===== src/rtl/mul_div_unit.sv =====
// mul_div_unit: iterative 16-bit multiply / unsigned divide / unsigned remainder.
// A shift-add multiplier and a restoring divider advance together, one step per
// clock, for 16 steps; the op latched at acceptance selects which answer is kept.
// Divide-by-zero and the reserved op finish immediately without iterating.

module mul_div_unit (
    input  logic        Clk,
    input  logic        Reset_n,
    input  logic        start,
    input  logic [1:0]  op,
    input  logic [15:0] A,
    input  logic [15:0] B,
    output logic        busy,
    output logic        done,
    output logic [15:0] result,
    output logic        dz
);

    typedef enum logic [1:0] {
        IDLE = 2'd0,
        RUN  = 2'd1,
        DONE = 2'd2
    } state_t;

    localparam logic [1:0] OP_MUL  = 2'b00;
    localparam logic [1:0] OP_DIVU = 2'b01;
    localparam logic [1:0] OP_REMU = 2'b10;

    state_t      state_r;
    logic [4:0]  cnt_r;
    logic [1:0]  op_r;
    logic [31:0] acc_r;       // product accumulator
    logic [31:0] mcand_r;     // multiplicand, shifted left each step
    logic [15:0] mplier_r;    // multiplier, shifted right each step
    logic [15:0] rem_r;       // partial remainder (always < divisor between steps)
    logic [15:0] quo_r;       // dividend bits shifting out, quotient bits shifting in
    logic [15:0] b_r;         // latched divisor

    logic [31:0] acc_nxt_s;
    logic [16:0] rem_shift_s; // 17-bit partial remainder after shifting in a dividend bit
    logic [16:0] diff_s;
    logic [15:0] rem_nxt_s;
    logic [15:0] quo_nxt_s;
    logic [15:0] res_s;

    // One step of each engine, plus selection of the answer after the final step.
    always_comb begin
        acc_nxt_s   = acc_r + (mplier_r[0] ? mcand_r : 32'd0);
        rem_shift_s = {rem_r, quo_r[15]};
        diff_s      = rem_shift_s - {1'b0, b_r};
        // rem_shift < 2*divisor, so the trial difference fits in 17 signed bits
        // and bit 16 is its sign: clear means the divisor fits.
        if (!diff_s[16]) begin
            rem_nxt_s = diff_s[15:0];
            quo_nxt_s = {quo_r[14:0], 1'b1};
        end else begin
            rem_nxt_s = rem_shift_s[15:0];
            quo_nxt_s = {quo_r[14:0], 1'b0};
        end
        case (op_r)
            OP_MUL:  res_s = acc_nxt_s[15:0];
            OP_DIVU: res_s = quo_nxt_s;
            OP_REMU: res_s = rem_nxt_s;
            default: res_s = 16'h0000;
        endcase
    end

    // Control FSM with registered busy/done/result/dz and the iteration registers.
    always_ff @(posedge Clk or negedge Reset_n) begin
        if (!Reset_n) begin
            state_r  <= IDLE;
            cnt_r    <= 5'd0;
            op_r     <= 2'b00;
            acc_r    <= 32'd0;
            mcand_r  <= 32'd0;
            mplier_r <= 16'd0;
            rem_r    <= 16'd0;
            quo_r    <= 16'd0;
            b_r      <= 16'd0;
            busy     <= 1'b0;
            done     <= 1'b0;
            result   <= 16'h0000;
            dz       <= 1'b0;
        end else begin
            case (state_r)
                IDLE: begin
                    done <= 1'b0;
                    if (start) begin
                        op_r     <= op;
                        cnt_r    <= 5'd0;
                        acc_r    <= 32'd0;
                        mcand_r  <= {16'd0, A};
                        mplier_r <= B;
                        rem_r    <= 16'd0;
                        quo_r    <= A;
                        b_r      <= B;
                        busy     <= 1'b1;
                        if (op == 2'b11) begin
                            state_r <= DONE;
                            done    <= 1'b1;
                            result  <= 16'h0000;
                            dz      <= 1'b0;
                        end else if ((op != OP_MUL) && (B == 16'd0)) begin
                            state_r <= DONE;
                            done    <= 1'b1;
                            result  <= (op == OP_DIVU) ? 16'hFFFF : A;
                            dz      <= 1'b1;
                        end else begin
                            state_r <= RUN;
                        end
                    end else begin
                        busy <= 1'b0;
                    end
                end
                RUN: begin
                    cnt_r    <= cnt_r + 5'd1;
                    acc_r    <= acc_nxt_s;
                    mcand_r  <= {mcand_r[30:0], 1'b0};
                    mplier_r <= {1'b0, mplier_r[15:1]};
                    rem_r    <= rem_nxt_s;
                    quo_r    <= quo_nxt_s;
                    if (cnt_r == 5'd15) begin
                        state_r <= DONE;
                        done    <= 1'b1;
                        result  <= res_s;
                        dz      <= 1'b0;
                    end else begin
                        state_r <= RUN;
                    end
                end
                DONE: begin
                    state_r <= IDLE;
                    done    <= 1'b0;
                    busy    <= 1'b0;
                end
                default: begin
                    state_r <= IDLE;
                    done    <= 1'b0;
                    busy    <= 1'b0;
                end
            endcase
        end
    end

endmodule


===== config.mk =====
export PLATFORM = sky130hd
export DESIGN_NAME = mul_div_unit
export DESIGN_NICKNAME = d
export VERILOG_FILES = /design/src/rtl/mul_div_unit.sv
export SDC_FILE = /design/constraint.sdc
export NUM_CORES = 1
export LEC_CHECK = 0
export ABC_AREA = 1
export CAP_MARGIN = 0
export CORE_MARGIN = 2
export CORE_UTILIZATION = 30
export CTS_CLUSTER_DIAMETER = 60
export DETAILED_ROUTE_END_ITERATION = 8
export PLACE_DENSITY = 0.47
export SLEW_MARGIN = 30
export SYNTH_ARGS = -nofsm -noshare
export SYNTH_HDL_FRONTEND = slang
export SYNTH_SLANG_ARGS = --single-unit

===== constraint.sdc =====
create_clock -name Clk -period 5.2 [get_ports Clk]
set_input_delay 0.78 -clock Clk [delete_from_list [all_inputs] [get_ports Clk]]
set_output_delay 0.78 -clock Clk [all_outputs]
set_load 0.1 [all_outputs]

==> results.yml <==
die:
  start_util_pct: 30.60
  rows: 58
  num_io_pins: 56
  core-area_sq_um: 25180
  die_w_microns: 164.3
  die-height_microns: 164.3
  die-area_sq_um: 26980
drt:
  initialDrtViolationCount: 483
  drc_errors: 0
  vias: 6858
  drt-total-wl_mm: 22.73
  ant_nets: 0
  first_pass_iters: 5
  via_per_inst: 4.739
  wl_per_cell_microns: 15.71
placed_design:
  place_area_sq_um: 8536
  place_inst: 1415
  place.gp.congestion: 0.8251
  place.port_buffers: 55
  dp_hpwl_mm: 16.85
cts:
  clk_path_buf_depth: 2
  h-tree-depth: 4
  cts_tree: "done"
  root_buffer: "clkbuf_16"
  cts_buffers: 17
  hold_buffers: 0
  clkSinkCount: 124
  path_clk_slew_ps: 70
  cts_resized: 0
  insertion_delay_ps: 430
  postCtsSetupRepairBufs: 0
sta:
  rsz0062_at_grt: "false"
  finalMaxSlewViolations: 0
  totalNegativeSetupSlack_ps: 0
  fin_crit_ps: 2785
  final-setup-viol-count: 0
  worst_pin_slew_ps: 999.0
  hold_violations: 0
  post-route-period-util_pct: 53.56
  max_slew_margin_pct: 33.19
  skew_ps: 17.20
  fmax_mhz: 359.1
yosys:
  synth_flop_cell: "dfrtp_1"
  ys_ff_latch: 124
  synth_cells: 1063
  synth.area.top_cells: "dfrtp_1 (40%), nand2_1 (16%), inv_1 (6.9%)"
  ys_types: 39
  synth.largest_area_cell: "dfrtp_1"
  async_reset_ff_share_pct: 100.0
  synth.top_cell.area_share_pct: 40.27
  syn_nets: 1135
  yosysSeqAreaShare_pct: 40.27
  yosys_warnings: 0
  synth_edf_count: 0
  synth_area_per_cell_sq_um: 7.249
  syn-cell-area_sq_um: 7706
global_routing:
  grt_start_max_net_pins: 104
  grtUsageTotal_pct: 17.77
  grt_pass1_vias: 6731
  grt.overflow.total: 0
  grt_antenna_before_repair: 0
  grt_pass1_wl_mm: 36.71
finish:
  drive_gt1_share_pct: 5.192
  layout_common_cells: "nand2_1 (337), inv_1 (142), dfrtp_1 (124), nand3_1 (99), nor2_1 (67)"
  fin_cells: 1447
  n_antenna_cell: 0
  nets: 1176
  utilization_pct: 36.20
  synthToLayoutAreaGrowth_pct: 18.28
  final_common_cell: "nand2_1"
  design_area_sq_um: 9115
critical_path:
  cp-start-kind: "register"
  worstPathArrival_ps: 3100
  worstPathRequired_ps: 5520
  crit_type: "reg -> reg"
  cp-end-kind: "register"
  crit_fanout: 22
outcome:
  status: "completed"
min_path:
  hold_path_class: "in -> async"
flow_run:
  drv_cap: 0
cells by family (layout without fill, tap and decap cells):
group           count (synthesis)  in the layout  synth area share (%)
compound gates                151            151                 12.16
buf+inv                       186            240                 9.660
fa+ha+maj                      35             35                 5.878
simple gates                  550            550                 30.10
xor+xnor                       17             17                 1.932
flops                         124            124                 40.27
worst paths after layout:
check	end	startpoint	depth (start not counted)	slack, ps
setup reg to reg	result[9]$_DFFE_PN0P_	quo_r[15]$_DFFE_PN0P_	17	2410
max in group asynchronous	quo_r[13]$_DFFE_PN0P_	Reset_n	2	3630
min in group Clk	busy$_DFFE_PN0N_	busy$_DFFE_PN0N_	2	480
setup / recovery	result[9]$_DFFE_PN0P_	quo_r[15]$_DFFE_PN0P_	17	2410
hold / removal	acc_r[12]$_DFFE_PN0P_	Reset_n	1	400
hold reg to reg	busy$_DFFE_PN0N_	busy$_DFFE_PN0N_	2	480
worst max-delay path, cell delays in order, from the launching register on:
cell and delay (ps):
dfrtp_1 360, inv_1 60, ha_1 220, fa_1 400, inv_1 70, nand2_1 50, nand2_1 100, nand3_1 70
nand2_1 150, nand2_1 110, nand2_1 90, nand2_1 80, nand2_2 330, nand2_1 130, nand3_1 140, nand3_1 140
nand2_1 100, a21boi_1 70
metal layers:
metal,up-vias,global-route usage [%],part of all wire (%)
met5,-,0,0
met4,0,5.542,1.8
met3,22,2.828,3.4
met2,139,25.88,44
met1,3216,26.73,51
li1,3481,-,-
sequential cells by signal (all words and copies together), names as in the netlist, 5 cells and up:
register  cells
result       16
cnt_r         5
quo_r        16
mplier_r     16
rem_r        16
b_r          16
mcand_r      16
acc_r        16
synth_stat cells (2+ instances only):
master    count
a21boi_1     10
a21o_1        5
a21oi_1      26
a21oi_2       3
a22o_1       10
a22oi_1       2
a32o_1        6
buf_1         4
buf_2         7
buf_4         2
buf_6         4
clkbuf_1     23
dfrtp_1     124
fa_1          2
ha_1         33
inv_1       142
inv_2         4
nand2_1     337
nand2_2       4
nand3_1      99
nand3b_1      9
nand4_1       4
nor2_1       69
nor3_1        5
o211ai_1     19
o21ai_0      63
o22ai_1       4
or2_0        13
or2_2         5
xnor2_1       7
xor2_1       10
final cells by class:
type                       instances  area (sq um)
inverter                         146         548.0
timing repair buffer              62         608.1
tap                              330         412.9
sequential                       124          3103
multi-input combinational        753          3864
fill                            2646         16070
clock inverter                    14         150.1
clock buffer                      18         429.2
per-stage QoR:
step	setup slack (ps)	hold slack [ps]
global placement	2291	468.1
CTS	2381	444.2
finish	2415	398.6
detailed placement	2241	463.8
floorplan	2828	452.4
global route	2087	464.4
Power is left out: the tool's default activity adds up to more than one toggle a clock period on the data nets, which glitch-free logic cannot reach.
